File: config.mk
export PLATFORM = sky130hd
export DESIGN_NAME = instr_sequencer
export DESIGN_NICKNAME = d
export VERILOG_FILES = /design/src/rtl/instr_sequencer_pkg.sv /design/src/rtl/instr_sequencer_prog_mem.sv /design/src/rtl/instr_sequencer.sv
export SDC_FILE = /design/constraint.sdc
export NUM_CORES = 1
export LEC_CHECK = 0
export CELL_PAD_IN_SITES_DETAIL_PLACEMENT = 0
export CELL_PAD_IN_SITES_GLOBAL_PLACEMENT = 1
export CORE_MARGIN = 3
export CORE_UTILIZATION = 40
export CTS_CLUSTER_DIAMETER = 40
export DETAILED_ROUTE_END_ITERATION = 7
export MAX_ROUTING_LAYER = met4
export PLACE_DENSITY = 0.74
export SETUP_SLACK_MARGIN = 0.2
export SKIP_CTS_REPAIR_TIMING = 1
export SYNTH_ARGS = -nofsm -noshare
export SYNTH_HDL_FRONTEND = slang
export SYNTH_HIERARCHICAL = 1
export SYNTH_SLANG_ARGS = --single-unit
File: constraint.sdc
create_clock -name clk -period 3.8 [get_ports clk]
set_input_delay 0.38 -clock clk [delete_from_list [all_inputs] [get_ports clk]]
set_output_delay 0.38 -clock clk [all_outputs]
set_load 0.005 [all_outputs]
File: src/rtl/instr_sequencer_pkg.sv
// Shared definitions for the instruction sequencer: instruction field layout,
// FSM state encoding and the default halt opcode.
package instr_sequencer_pkg;

  localparam int INSTR_W = 15;

  localparam int FUNC_HI = 14;
  localparam int FUNC_LO = 12;
  localparam int RX_HI   = 11;
  localparam int RX_LO   = 8;
  localparam int RY_HI   = 7;
  localparam int RY_LO   = 4;
  localparam int DATA_HI = 3;
  localparam int DATA_LO = 0;

  localparam logic [2:0] HALT_FUNC_DEFAULT = 3'b111;

  typedef enum logic [2:0] {
    ST_IDLE,
    ST_FETCH,
    ST_ISSUE,
    ST_WAIT_ACK,
    ST_WAIT_DONE,
    ST_DONE,
    ST_ERROR
  } seq_state_t;

endpackage

File: src/rtl/instr_sequencer_prog_mem.sv
// Program store: DEPTH x INSTR_W register array, cleared by reset, one write
// port and one registered read port. A same-cycle write to the address being
// read is forwarded so a freshly loaded word is visible immediately.
module seq_prog_mem
  import instr_sequencer_pkg::*;
#(
  parameter int DEPTH  = 16,
  parameter int ADDR_W = 4
) (
  input  logic               clk,
  input  logic               rst,
  input  logic               wr_en,
  input  logic [ADDR_W-1:0]  wr_addr,
  input  logic [INSTR_W-1:0] wr_data,
  input  logic [ADDR_W-1:0]  rd_addr,
  output logic [INSTR_W-1:0] rd_data_p0
);

  logic [INSTR_W-1:0] mem [DEPTH];

  // Storage array: erased on reset, written one word per cycle.
  always_ff @(posedge clk or negedge rst) begin
    if (!rst) begin
      for (int i = 0; i < DEPTH; i++) begin
        mem[i] <= '0;
      end
    end else if (wr_en) begin
      mem[wr_addr] <= wr_data;
    end
  end

  // Registered read with write-through forwarding.
  always_ff @(posedge clk or negedge rst) begin
    if (!rst) begin
      rd_data_p0 <= '0;
    end else if (wr_en && (wr_addr == rd_addr)) begin
      rd_data_p0 <= wr_data;
    end else begin
      rd_data_p0 <= mem[rd_addr];
    end
  end

endmodule

File: src/rtl/instr_sequencer.sv
// Instruction sequencer: fetches packed instructions in order, issues them to
// the register/ALU datapath with a one-cycle w strobe and waits for the
// datapath to report idle before moving on. Ends on halt, end of memory,
// abort or timeout.
module instr_sequencer
  import instr_sequencer_pkg::*;
#(
  parameter int         DEPTH     = 16,
  parameter int         ADDR_W    = 4,
  parameter logic [4:0] IDLE_CODE = 5'd0,
  parameter logic [2:0] HALT_FUNC = HALT_FUNC_DEFAULT,
  parameter int         TIMEOUT   = 63
) (
  input  logic               clk,
  input  logic               rst,
  input  logic               load_en,
  input  logic [ADDR_W-1:0]  load_addr,
  input  logic [INSTR_W-1:0] load_instr,
  input  logic               start,
  input  logic               abort,
  input  logic [4:0]         dp_state,
  output logic [2:0]         func,
  output logic [3:0]         rx,
  output logic [3:0]         ry,
  output logic [3:0]         data,
  output logic               w,
  output logic [ADDR_W-1:0]  pc,
  output logic               busy,
  output logic               done,
  output logic               error
);

  localparam int TIMER_W = 6;

  seq_state_t         state, state_d;
  logic [ADDR_W-1:0]  pc_d;
  logic [TIMER_W-1:0] timer, timer_d;
  logic               done_d, error_d, fetch;
  logic [INSTR_W-1:0] rd_data_p0;
  logic [INSTR_W-1:0] instr_p1;
  logic               timed_out;

  // The read port is addressed with the next pc so that mem[pc] is already
  // sitting in rd_data_p0 during FETCH, letting the halt check happen there.
  seq_prog_mem #(
    .DEPTH  (DEPTH),
    .ADDR_W (ADDR_W)
  ) u_prog_mem (
    .clk        (clk),
    .rst        (rst),
    .wr_en      (load_en && !busy),
    .wr_addr    (load_addr),
    .wr_data    (load_instr),
    .rd_addr    (pc_d),
    .rd_data_p0 (rd_data_p0)
  );

  assign timed_out = (timer == TIMER_W'(TIMEOUT));

  // Next-state, pc, timer and status-flag decisions.
  always_comb begin
    state_d = state;
    pc_d    = pc;
    timer_d = timer;
    done_d  = done;
    error_d = error;
    fetch   = 1'b0;
    if (abort) begin
      state_d = ST_IDLE;
    end else begin
      case (state)
        ST_IDLE, ST_DONE, ST_ERROR: begin
          if (start) begin
            state_d = ST_FETCH;
            pc_d    = '0;
            done_d  = 1'b0;
            error_d = 1'b0;
          end
        end
        ST_FETCH: begin
          fetch = 1'b1;
          if (rd_data_p0[FUNC_HI:FUNC_LO] == HALT_FUNC) begin
            state_d = ST_DONE;
            done_d  = 1'b1;
          end else begin
            state_d = ST_ISSUE;
          end
        end
        ST_ISSUE: begin
          state_d = ST_WAIT_ACK;
          timer_d = '0;
        end
        ST_WAIT_ACK: begin
          if (dp_state != IDLE_CODE) begin
            state_d = ST_WAIT_DONE;
            timer_d = '0;
          end else if (timed_out) begin
            state_d = ST_ERROR;
            error_d = 1'b1;
          end else begin
            timer_d = timer + 1'b1;
          end
        end
        ST_WAIT_DONE: begin
          if (dp_state == IDLE_CODE) begin
            if (pc == ADDR_W'(DEPTH - 1)) begin
              state_d = ST_DONE;
              done_d  = 1'b1;
            end else begin
              pc_d    = pc + 1'b1;
              state_d = ST_FETCH;
            end
          end else if (timed_out) begin
            state_d = ST_ERROR;
            error_d = 1'b1;
          end else begin
            timer_d = timer + 1'b1;
          end
        end
        default: state_d = ST_IDLE;
      endcase
    end
  end

  // State, pc, timer, flags and the held instruction register.
  always_ff @(posedge clk or negedge rst) begin
    if (!rst) begin
      state    <= ST_IDLE;
      pc       <= '0;
      timer    <= '0;
      done     <= 1'b0;
      error    <= 1'b0;
      instr_p1 <= '0;
    end else begin
      state <= state_d;
      pc    <= pc_d;
      timer <= timer_d;
      done  <= done_d;
      error <= error_d;
      if (fetch) begin
        instr_p1 <= rd_data_p0;
      end
    end
  end

  assign func = instr_p1[FUNC_HI:FUNC_LO];
  assign rx   = instr_p1[RX_HI:RX_LO];
  assign ry   = instr_p1[RY_HI:RY_LO];
  assign data = instr_p1[DATA_HI:DATA_LO];
  assign w    = (state == ST_ISSUE);
  assign busy = (state == ST_FETCH) || (state == ST_ISSUE) ||
                (state == ST_WAIT_ACK) || (state == ST_WAIT_DONE);

endmodule
# After elaboration in Yosys (flattened, before gate mapping)
# Cells that the tools add are included.
totals:
  in_bits: 29
  out_inout_bits: 23
  reg_bits: 285
  wordCells: 100
op_classes:
  magnitude_cmp: 3
  eq_ne: 17
  mux: 35
  n_reduce_logical: 17
  add_sub_neg: 2
  n_bitwise: 3
op_table:
  columns: ["op", "n"]
  rows:
  - ["$bwmux 240", 1]
  - ["$bmux 15 s4", 1]
  - ["$demux 15 s4", 1]
  - ["$mux 15", 4]
  - ["$mux 3", 7]
  - ["$mux 6", 3]
  - ["$pmux 6 s3", 1]
  - ["$mux 4", 4]
  - ["$pmux 3 s5", 1]
  - ["$eq 3x3->1 const B", 4]
  - ["$ne 2x2->1 const B", 6]
  - ["$ge 5x5->1 const B", 2]
  - ["$not 4->5", 2]
  - ["$mux 1", 9]
  - ["$reduce_bool 3->1", 3]
  - ["$pmux 4 s2", 1]
  - ["$add 6x1->6 const B", 1]
  - ["$eq 3x2->1 const B", 2]
  - ["$eq 6x6->1 const B", 1]
  - ["$pmux 1 s3", 2]
  - ["$reduce_and 6->1", 1]
  - ["$logic_not 5->1", 1]
  - ["$lt 5x1->1 const B", 1]
  - ["$reduce_and 5->1", 1]
  - ["13 further kinds", 17]

# Depth between registers and ports, before layout
# Gate-level depths: netlist of run 1.
depth:
  ltp_word: 10
  mapped_depth: 12
  ltp_nobuf: 9

# Hierarchy
# Netlist of run 1, hierarchy kept.
modules_own_cells:
  columns: ["module", "n_inst", "seq_area_each_um2", "cells_per_inst", "area_each_um2"]
  rows:
  - ["seq_prog_mem", 1, 6381.1, 705, 11685.0]
  - ["instr_sequencer", 1, 750.7, 169, 1676.6]

# Worst setup path after synthesis of run 1
# Ideal clock, no wire load.
synth_path:
  path_type: "register -> register"
  from: "register state[2]"
  to: "register u_prog_mem.rd_data_p0[3]"
  t_arrival_ns: 3.023
  period_less_slack_ns: 3.147
  stages_incl_launch_ff: 13
  slack_ns: 0.653
  path_cell_list: "dfrtp_1 > buf_6 > inv_1 > fa_1 > or4_4 > nor3_2 > a21o_1 > buf_6 > buf_6 > mux4_1 > mux2i_1 > mux2i_1 > mux2_2"
synth_via:
  elab_chain_len: 9
synth_lines:
  columns: ["item", "line_no", "text"]
  rows:
  - ["start, declared", "instr_sequencer.sv:35", "seq_state_t state, state_d;"]
  - ["start signal, assigned", "instr_sequencer.sv:135", "state <= state_d;"]
  - ["$eq 3x3->1 / $logic_not 3->1 (equally long branches)", "instr_sequencer.sv:71", "case (state)"]
  - ["$reduce_or 3->1", "instr_sequencer.sv:71", null]
  - ["$pmux 4 s2 *", "instr_sequencer.sv:71", null]
  - ["$mux 4 *", "instr_sequencer.sv:68", "if (abort) begin"]
  - ["net pc_d[0]", "instr_sequencer.sv:36", "logic [ADDR_W-1:0] pc_d;"]
  - ["$not 4->5 (not written as such)", "instr_sequencer_prog_mem.sv:39", "rd_data_p0 <= mem[rd_addr];"]
  - ["$bmux 15 s4", "instr_sequencer_prog_mem.sv:39", null]
  - ["$mux 15 (not written as such) (2 in a row)", "instr_sequencer_prog_mem.sv:39", null]
  - ["$mux 15 *", "instr_sequencer_prog_mem.sv:36", "end else if (wr_en && (wr_addr == rd_addr)) begin"]
  - ["end signal, assigned", "instr_sequencer_prog_mem.sv:37", "rd_data_p0 <= wr_data;"]
  - ["end signal, assigned", "instr_sequencer_prog_mem.sv:39", null]
  - ["end, declared", "instr_sequencer_prog_mem.sv:16", "output logic [INSTR_W-1:0] rd_data_p0"]
# The timed path passes the listed nets; every way through them passes the cells marked *. The select of a mux whose other input is x is not followed.
# A chain may end at the register's enable or synchronous reset.

# Worst setup path after layout of run 1
layout_path:
  from: "register state[0]"
  to: "register u_prog_mem.rd_data_p0[9]"
# Same word-level chain as after synthesis.

==> reports/qor.yml, run 1 <==
pre_cts_ws_ns: 0.162
start_kind: "flop"
start_util_pct: 40.9
overflow: 0
antenna_left: 0
place_hpwl_um: 20300
crit_buf_inv: 1
synth_top_area_share_pct: 53.4
place_congestion: 0.808
synthesis.area_um2: 13400
area_growth_pct: 21.7
r2r_slack_ns: 0.40
finalPower_mw: 10.4
ys_top_cells_by_area: "dfrtp_1, mux2_2, mux4_2"
crit-reg2reg-capture: "u_prog_mem/rd_data_p0[9]"
hp-class: "reg2reg"
drc: 0
core.rowCount: 66
diodes: 0
numPortBuffers: 51
critical_path_arrival_ns: 3.80
vias: 7757
grt_pass1_wl_um: 49400
antenna_found_initial: 0
p_clk_share_pct: 39.0
cts_sinks: 285
core_area_um2: 32700
cp_slowest_stage_delay_ns: 0.57
ff2ff_path_depth: 9
path_cells: "fa_1 > or4_4 > nor3_2 > a21o_4 > buf_12 > mux4_1 > mux2i_1 > mux2i_1 > mux2_2"
synth_nets: 906
ios: 52
synthArstFlopShare_pct: 100
criticalPathCategory: "reg2reg"
drive_above_1_share_pct: 45.8
clk_latency_ns: 0.54
cts.clk_slew.worst_paths_ns: 0.06
synth_seq_area_share_pct: 53.4
vdd_ir_drop_max_uv: 360
syn_area_per_cell_um2: 15.3
outcome: "completed"
dp.cells: 1363
tns_ns: 0
required_ns: 4.21
chipHeight_um: 189
synth_edf_count: 0
synthesis.instances: 874
yosys_warnings: 6
endpoint: "u_prog_mem/rd_data_p0[9]"
routed_wl_um: 31400
rsz0062_at_grt: "no"
p_per_area_nw_per_um2: 641
timing.final.crit_share_pct: 89.4
power.switching_mw: 2.57
grt_max_degree: 108
clk_path_buf_depth: 3
setup.worst_path.end_class: "flop"
postLayoutCoreUtil_pct: 49.7
synth_top_area_cell: "dfrtp_1"
tightestPinTransition_ns: 0.856
synth.most_common_cell: "dfrtp_1"
setup_viol: 0
dr.first_iter.drc_count: 422
synth_ff_type: "dfrtp_1"
r2r-start: "state[0]"
avgRoutedWirePerCell_um: 21.8
slew-limit-headroom_pct: 43.0
combinationalPowerShare_pct: 17.8
cts_root_buf: "clkbuf_16"
cp.depth: 9
track_usage_pct: 18.5
vias_per_cell: 5.38
finalNonFillerCells: 1441
internal-power_mw: 7.86
cp_slowest_cell: "mux4_1"
drv_slew: 0
min_period_ns: 3.40
sw_frac_of_total_pct: 24.6
synth_cell_types: 54
hold_violations: 0
path_delay_family: "multiplexers"
p_leak_nw: 6.84
ys_top_cells_by_count: "dfrtp_1, mux2_2, mux2i_1, mux4_2, clkbuf_1"
crit_path_start: "state[0]"
crit_fanout: 17
nets: 1000
htreeDepth: 2
setup_ws_ns: 0.403
drt_first_pass_iters: 4
fmax_mhz: 294
fp.dieW_um: 189
power_frac_seq_pct: 43.2
synth_seq_cells: 285
cts_tree: "yes"
cap_violations: 0
grt_pass1_vias: 8238
cts_buffers: 41
critical_path.most_common_cell: "mux2i_1"
dieArea_um2: 35600
skew_ns: 0.0174
[registers in the layout (all words and copies together) (netlist names)]
register,cells
error,1
state,3
pc,4
done,1
u_prog_mem/rd_data_p0,15
instr_p1,15
u_prog_mem/mem,240
timer,6
[power groups by stage]
stage          combinational (mW)  clock (mW)  sequential [mW]
3_5_place_dp                 1.88           0             4.55
3_3_place_gp                 1.82           0             4.53
2_1_floorplan                1.37           0             4.36
5_1_grt                      2.04        4.30             4.63
6_report                     1.85        4.07             4.51
4_1_cts                      1.88        4.16             4.51
[stage by stage]
step	hold WS (ns)	area [um2]
after floorplan	0.0844	13400
after global placement	0.462	14700
after detailed placement	0.466	14700
after CTS	-0.0755	16200
after global routing	0.490	16300
final	0.477	16300
[area by class of cell]
cell class | instances | area [um2]
Multi-Input combinational cell | 521 | 5890
Timing Repair Buffer | 115 | 1170
Clock buffer | 49 | 1110
Tap cell | 442 | 553
Clock inverter | 25 | 390
Fill cell | 2800 | 16400
Inverter | 4 | 15.0
Sequential cell | 285 | 7130
[worst min-delay path by stage]
stage                             start                   to  slack, ns  depth (start not counted)
6_report       u_prog_mem/rd_data_p0[7]          instr_p1[7]       0.48                          1
4_1_cts                             rst          instr_p1[1]      -0.08                          1
2_1_floorplan                       rst                 done       0.08                          0
5_1_grt             u_prog_mem/mem[103]  u_prog_mem/mem[103]       0.49                          1
3_3_place_gp         u_prog_mem/mem[97]   u_prog_mem/mem[97]       0.46                          1
3_5_place_dp   u_prog_mem/rd_data_p0[7]          instr_p1[7]       0.47                          1
[cell usage in the layout, fill, tap and decap left out, types with 3 or more instances in the layout]
cell type and n:
mux4_1 18, nor2_1 17, nor2_2 5, dfrtp_1 285, clkbuf_16 41, mux4_2 42
nand3_1 13, inv_6 5, buf_4 49, mux2_2 260, clkbuf_1 3, and3_1 4
xnor2_1 3, a21oi_1 10, xor2_1 5, a211o_1 3, inv_1 4, buf_12 14
nor3_1 6, mux2i_1 46, inv_16 3, nand2_1 22, mux2_1 10, clkdlybuf4s50_1 50
nor3_2 5, clkbuf_8 5, o21ai_0 7, o31ai_1 3, clkinv_2 4, nor2b_1 3
bufinv_16 7, clkinvlp_4 3
[kinds of logic after synthesis]
kind of cell,synth area share [%]
mux,36.8
flops,53.4
simple gates,3.95
buf+inv,2.78
compound gates,2.21
xor+xnor,0.524
fa+ha+maj,0.337
[metal layers]
layer / global-route usage, % / vias up / share of wire (%)
met4: 4.18 / 0 / 1.5
met2: 29.4 / 147 / 48
met1: 25.5 / 4107 / 46
li1: - / 3464 / -
met5: - / - / 0
met3: 2.68 / 39 / 4.4
Power figures use the tool's default switching activity.
==> run 2, diff against run 1 <==
Settings changed: SLEW_MARGIN from default to 20.
==> results of run 2 <==
Final layout, timing and power as in run 1 (identical DEF).
